## src/rtl/operand_loader.sv

```systemverilog
// operand_loader: switch/button front-end that writes the A, B and C
// operand/config registers once per debounced button press.
// Buttons and switches are double-flopped into clk. The button vector is
// debounced as a whole. A three-state FSM (IDLE/LOAD/HOLD) turns each
// accepted one-hot press into exactly one register write and a one-cycle
// strobe, and it needs a full debounced release before the next press.
// Optional build macro: OPERAND_LOADER_CHORD_CLEAR_EN. When it is defined,
// a debounced B0+B1+B2 chord clears all three registers and pulses
// load_strobe=111.
module operand_loader #(
    parameter int N        = 10,
    parameter int DEBOUNCE = 4,
    parameter int CNT_W    = 16
) (
    input  logic         clk,
    input  logic         rst_n,
    input  logic [9:0]   SWITCH,
    input  logic         B0,
    input  logic         B1,
    input  logic         B2,
    output logic [N-1:0] a_out,
    output logic [N-1:0] b_out,
    output logic [9:0]   c_out,
    output logic [2:0]   load_strobe,
    output logic         busy
);

    localparam logic [CNT_W-1:0] CNT_MAX = CNT_W'(DEBOUNCE);
    localparam logic [CNT_W-1:0] CNT_ONE = CNT_W'(1);

    typedef enum logic [1:0] {
        ST_IDLE = 2'd0,
        ST_LOAD = 2'd1,
        ST_HOLD = 2'd2
    } state_t;

    logic [2:0]       btn_meta_reg, btn_sync_reg, btn_prev_reg, db_reg;
    logic [9:0]       sw_meta_reg, sw_sync_reg;
    logic [CNT_W-1:0] cnt_reg;
    state_t           state_reg, state_next;
    logic [2:0]       sel_reg, sel_next;
    logic             load_en, clear_en;
    logic [N-1:0]     a_reg, b_reg;
    logic [9:0]       c_reg;
    logic             db_onehot;

    // Two-flop synchronizers for the raw buttons and switches.
    always_ff @(posedge clk or negedge rst_n) begin
        if (!rst_n) begin
            btn_meta_reg <= '0;
            btn_sync_reg <= '0;
            sw_meta_reg  <= '0;
            sw_sync_reg  <= '0;
        end else begin
            btn_meta_reg <= {B2, B1, B0};
            btn_sync_reg <= btn_meta_reg;
            sw_meta_reg  <= SWITCH;
            sw_sync_reg  <= sw_meta_reg;
        end
    end

    // Debounce: any change in the synced vector restarts the count. db
    // takes the vector on the edge where the count reaches DEBOUNCE.
    always_ff @(posedge clk or negedge rst_n) begin
        if (!rst_n) begin
            btn_prev_reg <= '0;
            cnt_reg      <= '0;
            db_reg       <= '0;
        end else begin
            btn_prev_reg <= btn_sync_reg;
            if (btn_sync_reg != btn_prev_reg) begin
                cnt_reg <= '0;
            end else if (cnt_reg < CNT_MAX) begin
                cnt_reg <= cnt_reg + CNT_ONE;
                if (cnt_reg == CNT_MAX - CNT_ONE) begin
                    db_reg <= btn_sync_reg;
                end
            end
        end
    end

    assign db_onehot = (db_reg == 3'b001) || (db_reg == 3'b010) || (db_reg == 3'b100);

    // FSM state and selected-register registers.
    always_ff @(posedge clk or negedge rst_n) begin
        if (!rst_n) begin
            state_reg <= ST_IDLE;
            sel_reg   <= '0;
        end else begin
            state_reg <= state_next;
            sel_reg   <= sel_next;
        end
    end

    // Next-state logic. The write happens on the edge that enters LOAD,
    // so the strobe decoded from LOAD lines up with the new register value.
    always_comb begin
        state_next = state_reg;
        sel_next   = sel_reg;
        load_en    = 1'b0;
        clear_en   = 1'b0;
        case (state_reg)
            ST_IDLE: begin
                if (db_onehot) begin
                    state_next = ST_LOAD;
                    sel_next   = db_reg;
                    load_en    = 1'b1;
                end
`ifdef OPERAND_LOADER_CHORD_CLEAR_EN
                else if (db_reg == 3'b111) begin
                    state_next = ST_LOAD;
                    sel_next   = 3'b111;
                    clear_en   = 1'b1;
                end
`endif
            end
            ST_LOAD: begin
                state_next = ST_HOLD;
            end
            ST_HOLD: begin
                if (db_reg == 3'b000) begin
                    state_next = ST_IDLE;
                end
            end
            default: begin
                state_next = ST_IDLE;
            end
        endcase
    end

    // Operand/config registers. Only the selected register is written.
    always_ff @(posedge clk or negedge rst_n) begin
        if (!rst_n) begin
            a_reg <= '0;
            b_reg <= '0;
            c_reg <= '0;
        end else if (clear_en) begin
            a_reg <= '0;
            b_reg <= '0;
            c_reg <= '0;
        end else if (load_en) begin
            if (db_reg[0]) a_reg <= sw_sync_reg[N-1:0];
            if (db_reg[1]) b_reg <= sw_sync_reg[N-1:0];
            if (db_reg[2]) c_reg <= sw_sync_reg;
        end
    end

    assign a_out       = a_reg;
    assign b_out       = b_reg;
    assign c_out       = c_reg;
    assign load_strobe = (state_reg == ST_LOAD) ? sel_reg : 3'b000;
    assign busy        = (state_reg != ST_IDLE);

endmodule

```

## config.mk

```make
export PLATFORM = sky130hd
export DESIGN_NAME = operand_loader
export DESIGN_NICKNAME = d
export VERILOG_FILES = /design/src/rtl/operand_loader.sv
export SDC_FILE = /design/constraint.sdc
export NUM_CORES = 1
export LEC_CHECK = 0
export ABC_AREA = 1
export CELL_PAD_IN_SITES_DETAIL_PLACEMENT = 0
export CELL_PAD_IN_SITES_GLOBAL_PLACEMENT = 1
export CORE_MARGIN = 3
export CORE_UTILIZATION = 40
export DETAILED_ROUTE_END_ITERATION = 12
export PLACE_DENSITY = 0.77
export SYNTH_ARGS = -nofsm -noshare
export SYNTH_HDL_FRONTEND = slang
export SYNTH_SLANG_ARGS = --single-unit
```

## constraint.sdc

```tcl
create_clock -name clk -period 1.5 [get_ports clk]
set_input_delay 0.3 -clock clk [delete_from_list [all_inputs] [get_ports clk]]
set_output_delay 0.3 -clock clk [all_outputs]
set_load 0.02 [all_outputs]
```

==> impl_metrics.py, run 1 <==
metrics = {
    "outcome": {
        "status": "finished, violations left",
        "violations": "setup timing",
    },
    "sta": {
        "rsz0062_at_grt": "yes",
        "layout_setup_ws_ps": -52.4,
        "fin_crit_ps": 1550,
        "slew_viol_final": 0,
        "finalCritPeriodShare_pct": 103,
        "worst_slew_pin_slew_ps": 330,
        "clock-skew-final_ps": 9.79,
        "slew_headroom_pct": 77.9,
        "clock.fmax_mhz": 644,
        "setup_viol": 3,
        "hold_viol": 0,
    },
    "synthesis": {
        "ys_seq_area_share_pct": 72.6,
        "synthCells": 258,
        "synth_area_leaders": "dfrtp_1 73%, nand2_1 6.6%, o21ai_0 6.1%",
        "yosysWarnings": 0,
        "synth_cell_type_count": 20,
        "synth_top_area_share_pct": 72.6,
        "synth.net_count": 274,
        "syn_avg_cell_area_um2": 11.1,
        "synth_seq_cells": 83,
        "syn_area_um2": 2860,
        "yosys.area.top_type": "dfrtp_1",
    },
    "clock_tree": {
        "cts_root_buf": "clkbuf_8",
        "clk_pin_slew_ps": 90,
        "postCtsSetupBuffers": 0,
        "clkLatencyLatePin_ps": 350,
        "cts_tree": "yes",
        "cts_inserted_buffers": 9,
        "cts_sinks": 83,
        "htree_levels": 3,
        "clock_path_buffers": 2,
    },
    "global_routing": {
        "grt_pass1_wl_mm": 8.47,
        "track_usage_pct": 13.2,
        "grt_overflow": 0,
        "grt_max_degree": 34,
        "antenna_found_initial": 0,
        "first_global_vias": 1747,
    },
    "worst_setup_path": {
        "slowest_stage": "dfrtp_1",
        "path_max_fanout": 4,
        "cpPeakStageDelay_ps": 360,
        "worstPathCellList": "inv_1, or2_4, nor2_4, buf_6",
        "crit_required_ps": 1200,
        "arrival_ps": 1250,
        "critical_path_class": "reg2out",
        "worstSetupStartpointType": "flip-flop",
        "end_kind": "output pin",
    },
    "floorplan": {
        "die_area_um2": 8210,
        "die_height_um": 90.6,
        "die_w_um": 90.6,
        "initial_core_util_pct": 41.7,
        "ioPinCount": 49,
        "fp-row-count": 30,
        "fp.coreArea_um2": 6870,
    },
    "power": {
        "fin_total_pwr_mw": 4.59,
        "vdd_drop_max_mv": 0.630,
        "p_per_area_nw_per_um2": 1220,
        "power.leakage_nw": 1.92,
    },
    "placement": {
        "dp_hpwl_mm": 3.35,
        "dpl_cell_area_um2": 3520,
        "dp.cells": 404,
        "port_buffers": 48,
        "place_congestion": 0.714,
    },
    "job": {
        "drv_cap": 0,
    },
    "drt": {
        "post-route-drc-count": 0,
        "wl_per_cell_um": 11.7,
        "vias": 1838,
        "dr.first_iter.drc_count": 122,
        "dr.pass1.iters": 4,
        "vias_per_cell": 4.37,
        "ant_nets": 0,
        "wl_mm": 4.92,
    },
    "final_layout": {
        "final_common_cell": "dfrtp_1",
        "diodes": 0,
        "fin_nets": 336,
        "drive_above_1_share_pct": 12.9,
        "stdcell_area_um2": 3760,
        "fin_cells": 421,
        "final_cell_mix": "83 x dfrtp_1, 50 x nand2_1, 37 x inv_1",
        "area_growth_syn_to_layout_pct": 31.4,
        "largest_reg_flops": 16,
    },
    "hold_path": {
        "hold_class": "reg2reg",
    },
}
==> repair_timing <==
action                                  4_1_cts  5_1_grt
pin swaps                                     1        0
gates resized for setup                      54        6
cloned                                        0        0
endpoints found under the hold margin        20        0
endpoints found under the setup margin       34        4
hold buffers                                  1        0
==> final timing paths <==
check	from	to	slack, ps	cells past startpoint
max in group asynchronous	rst_n	cnt_reg[10]	640	3
min reg2reg	sw_meta_reg[0]	sw_sync_reg[0]	350	0
min in group asynchronous	rst_n	c_out[5]	380	2
max	state_reg[0]	load_strobe[0]	-50	4
min	sw_meta_reg[0]	sw_sync_reg[0]	350	0
max reg2reg	state_reg[1]	b_out[8]	190	7
==> Yosys cell counts <==
library cell and number:
nand2_1 50, inv_1 37, a21oi_1 2, o21ai_0 35, nor3_1 1, nand4_1 3
nor2_1 23, xnor2_1 1, nand2_2 2, nand3_2 1, or2_2 1, dfrtp_1 83
nor3_2 1, clkbuf_2 3, nor2_2 2, ha_1 1, xor2_1 1, buf_2 4
nand3_1 5, nor2_4 2
==> layout make-up <==
class / count / area [µm²]
clock inverters: 7 / 121
repair buffers: 58 / 548
fillers: 621 / 3110
well taps: 96 / 120
flip-flops and latches: 83 / 2080
multi-input cells: 131 / 632
inverters: 37 / 139
clock buffers: 9 / 124
==> per-stage QoR <==
step	worst slack (ps)	hold slack (ps)	util, %	setup TNS, ps
after global routing	-115	361	54.8	-327
after detailed placement	-183	213	51.2	-528
final	-52.4	348	54.8	-118
after floorplan	188	4.41	-	0
after CTS	-68.2	353	54.4	-185
after global placement	-157	211	51.2	-467
==> report_power, final <==
group / total, mW / switching, mW / internal [mW]
Combinational: 0.296 / 0.176 / 0.120
Clock: 1.93 / 0.809 / 1.12
Sequential: 2.36 / 0.0383 / 2.33
==> layer usage <==
layer  part of all wire [%]  up-vias  GRT usage [%]  wire, µm
met5                      0        -              0         0
met4                    2.5        0           9.18       123
met3                    2.9       13           2.58       144
met2                     47       39           19.2      2320
met1                     47      864           17.9      2330
li1                       -      922              -         -
==> logic make-up after synthesis <==
group           share of synthesized area, %
compound gates                          6.47
xor+xnor                               0.612
fa+ha+maj                              0.437
buf+inv                                 6.07
flops                                   72.6
simple gates                            13.9
==> critical path: cells and delay by family (launching register included) <==
| family | cells | cell delay, ps |
|---|---|---|
| simple gates | 2 | 380 |
| flops | 1 | 360 |
| buf+inv | 2 | 170 |
No activity file was read; power rests on OpenSTA's default activity.
==> run 2, diff against run 1 <==
Settings changed: TNS_END_PERCENT from default to 10.
==> run 2 against run 1 <==
Net effect:
- the flow still finishes with violations (setup timing)
- utilization did not move
- combinational power hardly changed
- largest power group unchanged
- sequential cell count stayed put
- routed wire length hardly changed
- critical endpoint unchanged
==> impl_metrics.py, run 2 (synthesis results as in run 1) <==
metrics = {
    "outcome": {
        "status": "finished, violations left",
        "violations": "setup timing",
    },
    "worst_setup_path": {
        "arrival_ps": 1250,
        "cp.buffers_inverters": 2,
        "crit_required_ps": 1200,
        "critical_path_class": "reg2out",
        "r2r_slack_ps": 190,
        "worstSetupStartpointType": "flip-flop",
        "end_kind": "output pin",
        "r2r-end": "b_out[8]",
        "rr_worst_depth": 7,
        "endpoint": "load_strobe[0]",
        "timing.rr.start": "state_reg[1]",
        "crit_start": "state_reg[0]",
        "cpPeakStageDelay_ps": 360,
        "cp_top_family": "simple AND/OR/NAND/NOR gates",
        "worstPathCellList": "inv_1, or2_4, nor2_4, buf_6",
        "path_depth": 4,
        "slowest_stage": "dfrtp_1",
        "path_max_fanout": 4,
    },
    "clock_tree": {
        "clk_pin_slew_ps": 90,
        "cts_tree": "yes",
        "cts_inserted_buffers": 9,
        "postCtsSetupBuffers": 0,
        "cts_sinks": 83,
        "htree_levels": 3,
        "clkLatencyLatePin_ps": 350,
        "cts_root_buf": "clkbuf_8",
        "clock_path_buffers": 2,
    },
    "global_routing": {
        "antenna_found_initial": 0,
        "first_global_vias": 1747,
        "grt_overflow": 0,
        "track_usage_pct": 13.2,
        "grt_max_degree": 34,
        "grt_pass1_wl_mm": 8.47,
    },
    "power": {
        "switching_share_pct": 22.3,
        "power.leakage_nw": 1.92,
        "vdd_drop_max_mv": 0.630,
        "clockPowerShare_pct": 42.0,
        "p_comb_share_pct": 6.4,
        "pwr-share-seq_pct": 51.5,
        "net-switching-power_mw": 1.02,
        "fin_total_pwr_mw": 4.59,
        "intPower_mw": 3.57,
        "p_per_area_nw_per_um2": 1220,
    },
    "sta": {
        "worst_slew_pin_slew_ps": 330,
        "clock.fmax_mhz": 644,
        "slew_viol_final": 0,
        "rsz0062_at_grt": "yes",
        "hold_viol": 0,
        "fin_crit_ps": 1550,
        "fin_setup_tns_ps": -118,
        "layout_setup_ws_ps": -52.4,
        "setup_viol": 3,
        "finalCritPeriodShare_pct": 103,
        "slew_headroom_pct": 77.9,
        "clock-skew-final_ps": 9.79,
    },
    "floorplan": {
        "fp-row-count": 30,
        "die_w_um": 90.6,
        "ioPinCount": 49,
        "initial_core_util_pct": 41.7,
        "die_area_um2": 8210,
        "die_height_um": 90.6,
        "fp.coreArea_um2": 6870,
    },
    "final_layout": {
        "largest_reg_flops": 16,
        "diodes": 0,
        "stdcell_area_um2": 3760,
        "final_cell_mix": "83 x dfrtp_1, 50 x nand2_1, 37 x inv_1",
        "fin_nets": 336,
        "final_common_cell": "dfrtp_1",
        "fin_cells": 421,
        "drive_above_1_share_pct": 12.9,
        "area_growth_syn_to_layout_pct": 31.4,
        "nFillCells": 621,
    },
    "placement": {
        "place_congestion": 0.714,
        "dp_hpwl_mm": 3.35,
        "dpl_cell_area_um2": 3520,
        "port_buffers": 48,
        "dp.cells": 404,
        "post-place-ws_ps": -183,
    },
    "drt": {
        "vias": 1837,
        "wl_mm": 4.92,
        "ant_nets": 0,
        "dr.pass1.iters": 4,
        "wl_per_cell_um": 11.7,
        "dr.first_iter.drc_count": 108,
        "vias_per_cell": 4.36,
        "post-route-drc-count": 0,
    },
    "hold_path": {
        "hold_class": "reg2reg",
    },
    "job": {
        "drv_cap": 0,
    },
}
## run 2: cell counts in the layout (fill, tap and decap cells not counted)
Identical to the previous run, type by type.
## run 2: timing repair
item | in CTS | in global routing
resized for setup | 54 | 6
endpoints found under the hold margin | 20 | 0
setup endpoints to repair | 34 | 4
hold buffers | 1 | 0
pin swaps | 1 | 0
## run 2: worst min-delay path by stage
stage | end | slack [ps] | cells past startpoint | startpoint
after global routing | btn_sync_reg[0] | 360 | 0 | btn_meta_reg[0]
after detailed placement | c_out[5] | 210 | 1 | rst_n
after global placement | c_out[5] | 210 | 1 | rst_n
final | sw_sync_reg[0] | 350 | 0 | sw_meta_reg[0]
after CTS | sw_sync_reg[0] | 350 | 0 | sw_meta_reg[0]
after floorplan | a_out[0] | 4 | 0 | rst_n
## run 2: final cells by class
cell class,instances,area [µm²],share of cell area (%)
Clock buffer,9,124,3.29
Tap cell,96,120,3.19
Multi-Input combinational cell,131,632,16.8
Sequential cell,83,2080,55.2
Timing Repair Buffer,58,548,14.6
Clock inverter,7,121,3.23
Inverter,37,139,3.69
## run 2: power groups by stage
stage	registers, mW	clock network, mW	logic (mW)
after floorplan	2.46	0	0.0725
after global placement	2.41	0	0.321
after detailed placement	2.41	0	0.325
after CTS	2.37	1.97	0.301
after global routing	2.38	2.06	0.332
final	2.36	1.93	0.296
## run 2: through the flow
stage	hold slack [ps]	util [%]
floorplan	4.41	-
global placement	211	51.2
detailed placement	213	51.2
CTS	353	54.4
global route	361	54.8
finish	348	54.8
## run 2: per-layer routing
| layer | track usage, % | share of wire [%] | routed length, µm | up-vias |
|---|---|---|---|---|
| met5 | 0 | 0 | 0 | - |
| li1 | - | - | - | 922 |
| met3 | 2.58 | 2.9 | 144 | 13 |
| met2 | 19.2 | 47 | 2320 | 39 |
| met4 | 9.18 | 2.5 | 123 | 0 |
| met1 | 17.9 | 47 | 2330 | 863 |
## run 2: worst register-to-register path, delay by kind of cell (launching register included)
family | cells | cell delay (ps)
and+or+nand+nor | 3 | 250
buffers and inverters | 3 | 470
AOI/OAI and AO/OA | 1 | 90
DFF | 1 | 380
==> run 3, diff against run 2 <==
Settings changed: CORE_ASPECT_RATIO from default to 0.8.
==> run 3 against run 2 <==
Net effect:
- the run still ends with setup timing left
- die area is essentially flat
- register-to-register slack lost 40 ps
- power shrank 6.8%
- sequential power is essentially flat
- first-iteration DRC count shrank 19%
- critical path depth is the same
- routed wire length grew 0.59%
- sequential share of layout area grew 0.76 points
- critical endpoint is now load_strobe[1]
- largest power group unchanged
- highest routed layer unchanged
==> impl_metrics.py, run 3 (synthesis results as in run 1) <==
metrics = {
    "outcome": {
        "status": "finished, violations left",
        "violations": "setup timing",
    },
    "floorplan": {
        "ioPinCount": 49,
        "fp.coreArea_um2": 6670,
        "die_height_um": 81.7,
        "die_w_um": 101,
        "die_area_um2": 8210,
        "initial_core_util_pct": 42.9,
        "fp-row-count": 26,
    },
    "worst_setup_path": {
        "cp_top_family": "simple AND/OR/NAND/NOR gates",
        "end_kind": "output pin",
        "slowest_stage": "dfrtp_1",
        "timing.rr.start": "state_reg[1]",
        "rr_worst_depth": 7,
        "crit_required_ps": 1200,
        "worstSetupStartpointType": "flip-flop",
        "cpPeakStageDelay_ps": 350,
        "path_max_fanout": 4,
        "cp.buffers_inverters": 2,
        "critical_path_class": "reg2out",
        "r2r-end": "a_out[2]",
        "r2r_slack_ps": 150,
        "worstPathCellList": "inv_1, or2_4, nor2_4, buf_6",
        "arrival_ps": 1250,
    },
    "sta": {
        "worst_slew_pin_slew_ps": 328,
        "clock.fmax_mhz": 646,
        "setup_viol": 3,
        "clock-skew-final_ps": 9.35,
        "slew_viol_final": 0,
        "finalCritPeriodShare_pct": 103,
        "hold_ws_ps": 353,
        "fin_crit_ps": 1550,
        "rsz0062_at_grt": "yes",
        "layout_setup_ws_ps": -47.1,
        "slew_headroom_pct": 78.0,
        "hold_viol": 0,
    },
    "global_routing": {
        "track_usage_pct": 13.4,
        "first_global_vias": 1786,
        "grt_pass1_wl_mm": 8.36,
        "grt_overflow": 0,
        "grt_max_degree": 30,
        "antenna_found_initial": 0,
    },
    "drt": {
        "wl_per_cell_um": 12.1,
        "ant_nets": 0,
        "post-route-drc-count": 0,
        "dr.first_iter.drc_count": 87,
        "vias_per_cell": 4.41,
        "wl_mm": 4.95,
        "dr.pass1.iters": 4,
        "vias": 1807,
    },
    "placement": {
        "port_buffers": 48,
        "post-place-ws_ps": -176,
        "dp_hpwl_mm": 3.51,
        "dp.cells": 393,
        "place_congestion": 0.731,
    },
    "clock_tree": {
        "cts_tree": "yes",
        "clk_pin_slew_ps": 80,
        "cts_root_buf": "clkbuf_8",
        "postCtsSetupBuffers": 0,
        "htree_levels": 3,
        "cts_sinks": 83,
        "clkLatencyLatePin_ps": 350,
        "cts_inserted_buffers": 9,
        "clock_path_buffers": 2,
    },
    "final_layout": {
        "diodes": 0,
        "area_growth_syn_to_layout_pct": 29.6,
        "fin_cells": 410,
        "drive_above_1_share_pct": 13.2,
        "final_common_cell": "dfrtp_1",
        "fin_nets": 337,
        "postLayoutCoreUtil_pct": 55.6,
        "largest_reg_flops": 16,
        "final_cell_mix": "83 x dfrtp_1, 50 x nand2_1, 37 x inv_1",
    },
    "power": {
        "power.leakage_nw": 1.90,
        "p_per_area_nw_per_um2": 1150,
        "vdd_drop_max_mv": 0.761,
        "fin_total_pwr_mw": 4.28,
    },
    "job": {
        "drv_cap": 0,
    },
    "hold_path": {
        "hold_class": "in2async",
    },
}
-- run 3: through the flow --
step,area (µm²),setup TNS (ps)
floorplan,2860,0
global placement,3510,-473
detailed placement,3510,-524
CTS,3680,-132
global route,3710,-331
finish,3710,-120
-- run 3: worst max path at each step --
stage / startpoint / end / slack (ps) / cells after the start
after floorplan: state_reg[1] / load_strobe[0] / 190 / 2
after global placement: state_reg[1] / load_strobe[0] / -160 / 3
after detailed placement: state_reg[1] / load_strobe[0] / -180 / 3
after CTS: state_reg[1] / load_strobe[1] / -40 / 3
after global routing: state_reg[0] / load_strobe[1] / -110 / 4
final: state_reg[0] / load_strobe[1] / -50 / 4
-- run 3: per-layer routing --
metal	part of all wire [%]	global-route usage (%)
met2	45	19.5
met4	1.2	4.58
met3	4.7	5.60
met5	0	0
met1	49	18.2
-- run 3: layout make-up --
cell class,instances,area (µm²)
fillers,593,2960
flip-flops and latches,83,2080
multi-input cells,131,637
repair buffers,59,549
inverters,37,139
clock buffers,9,124
well taps,84,105
clock inverters,7,78.8
-- run 3: where the power goes --
part           switching, mW  internal, mW
registers             0.0391          2.33
clock network          0.819         0.795
logic                  0.177         0.121
-- run 3: timing repair --
item | CTS | global route
pin swaps | 0 | 1
resized for setup | 50 | 9
hold buffers | 1 | 0
hold endpoints to repair | 13 | 0
setup endpoints to repair | 34 | 4
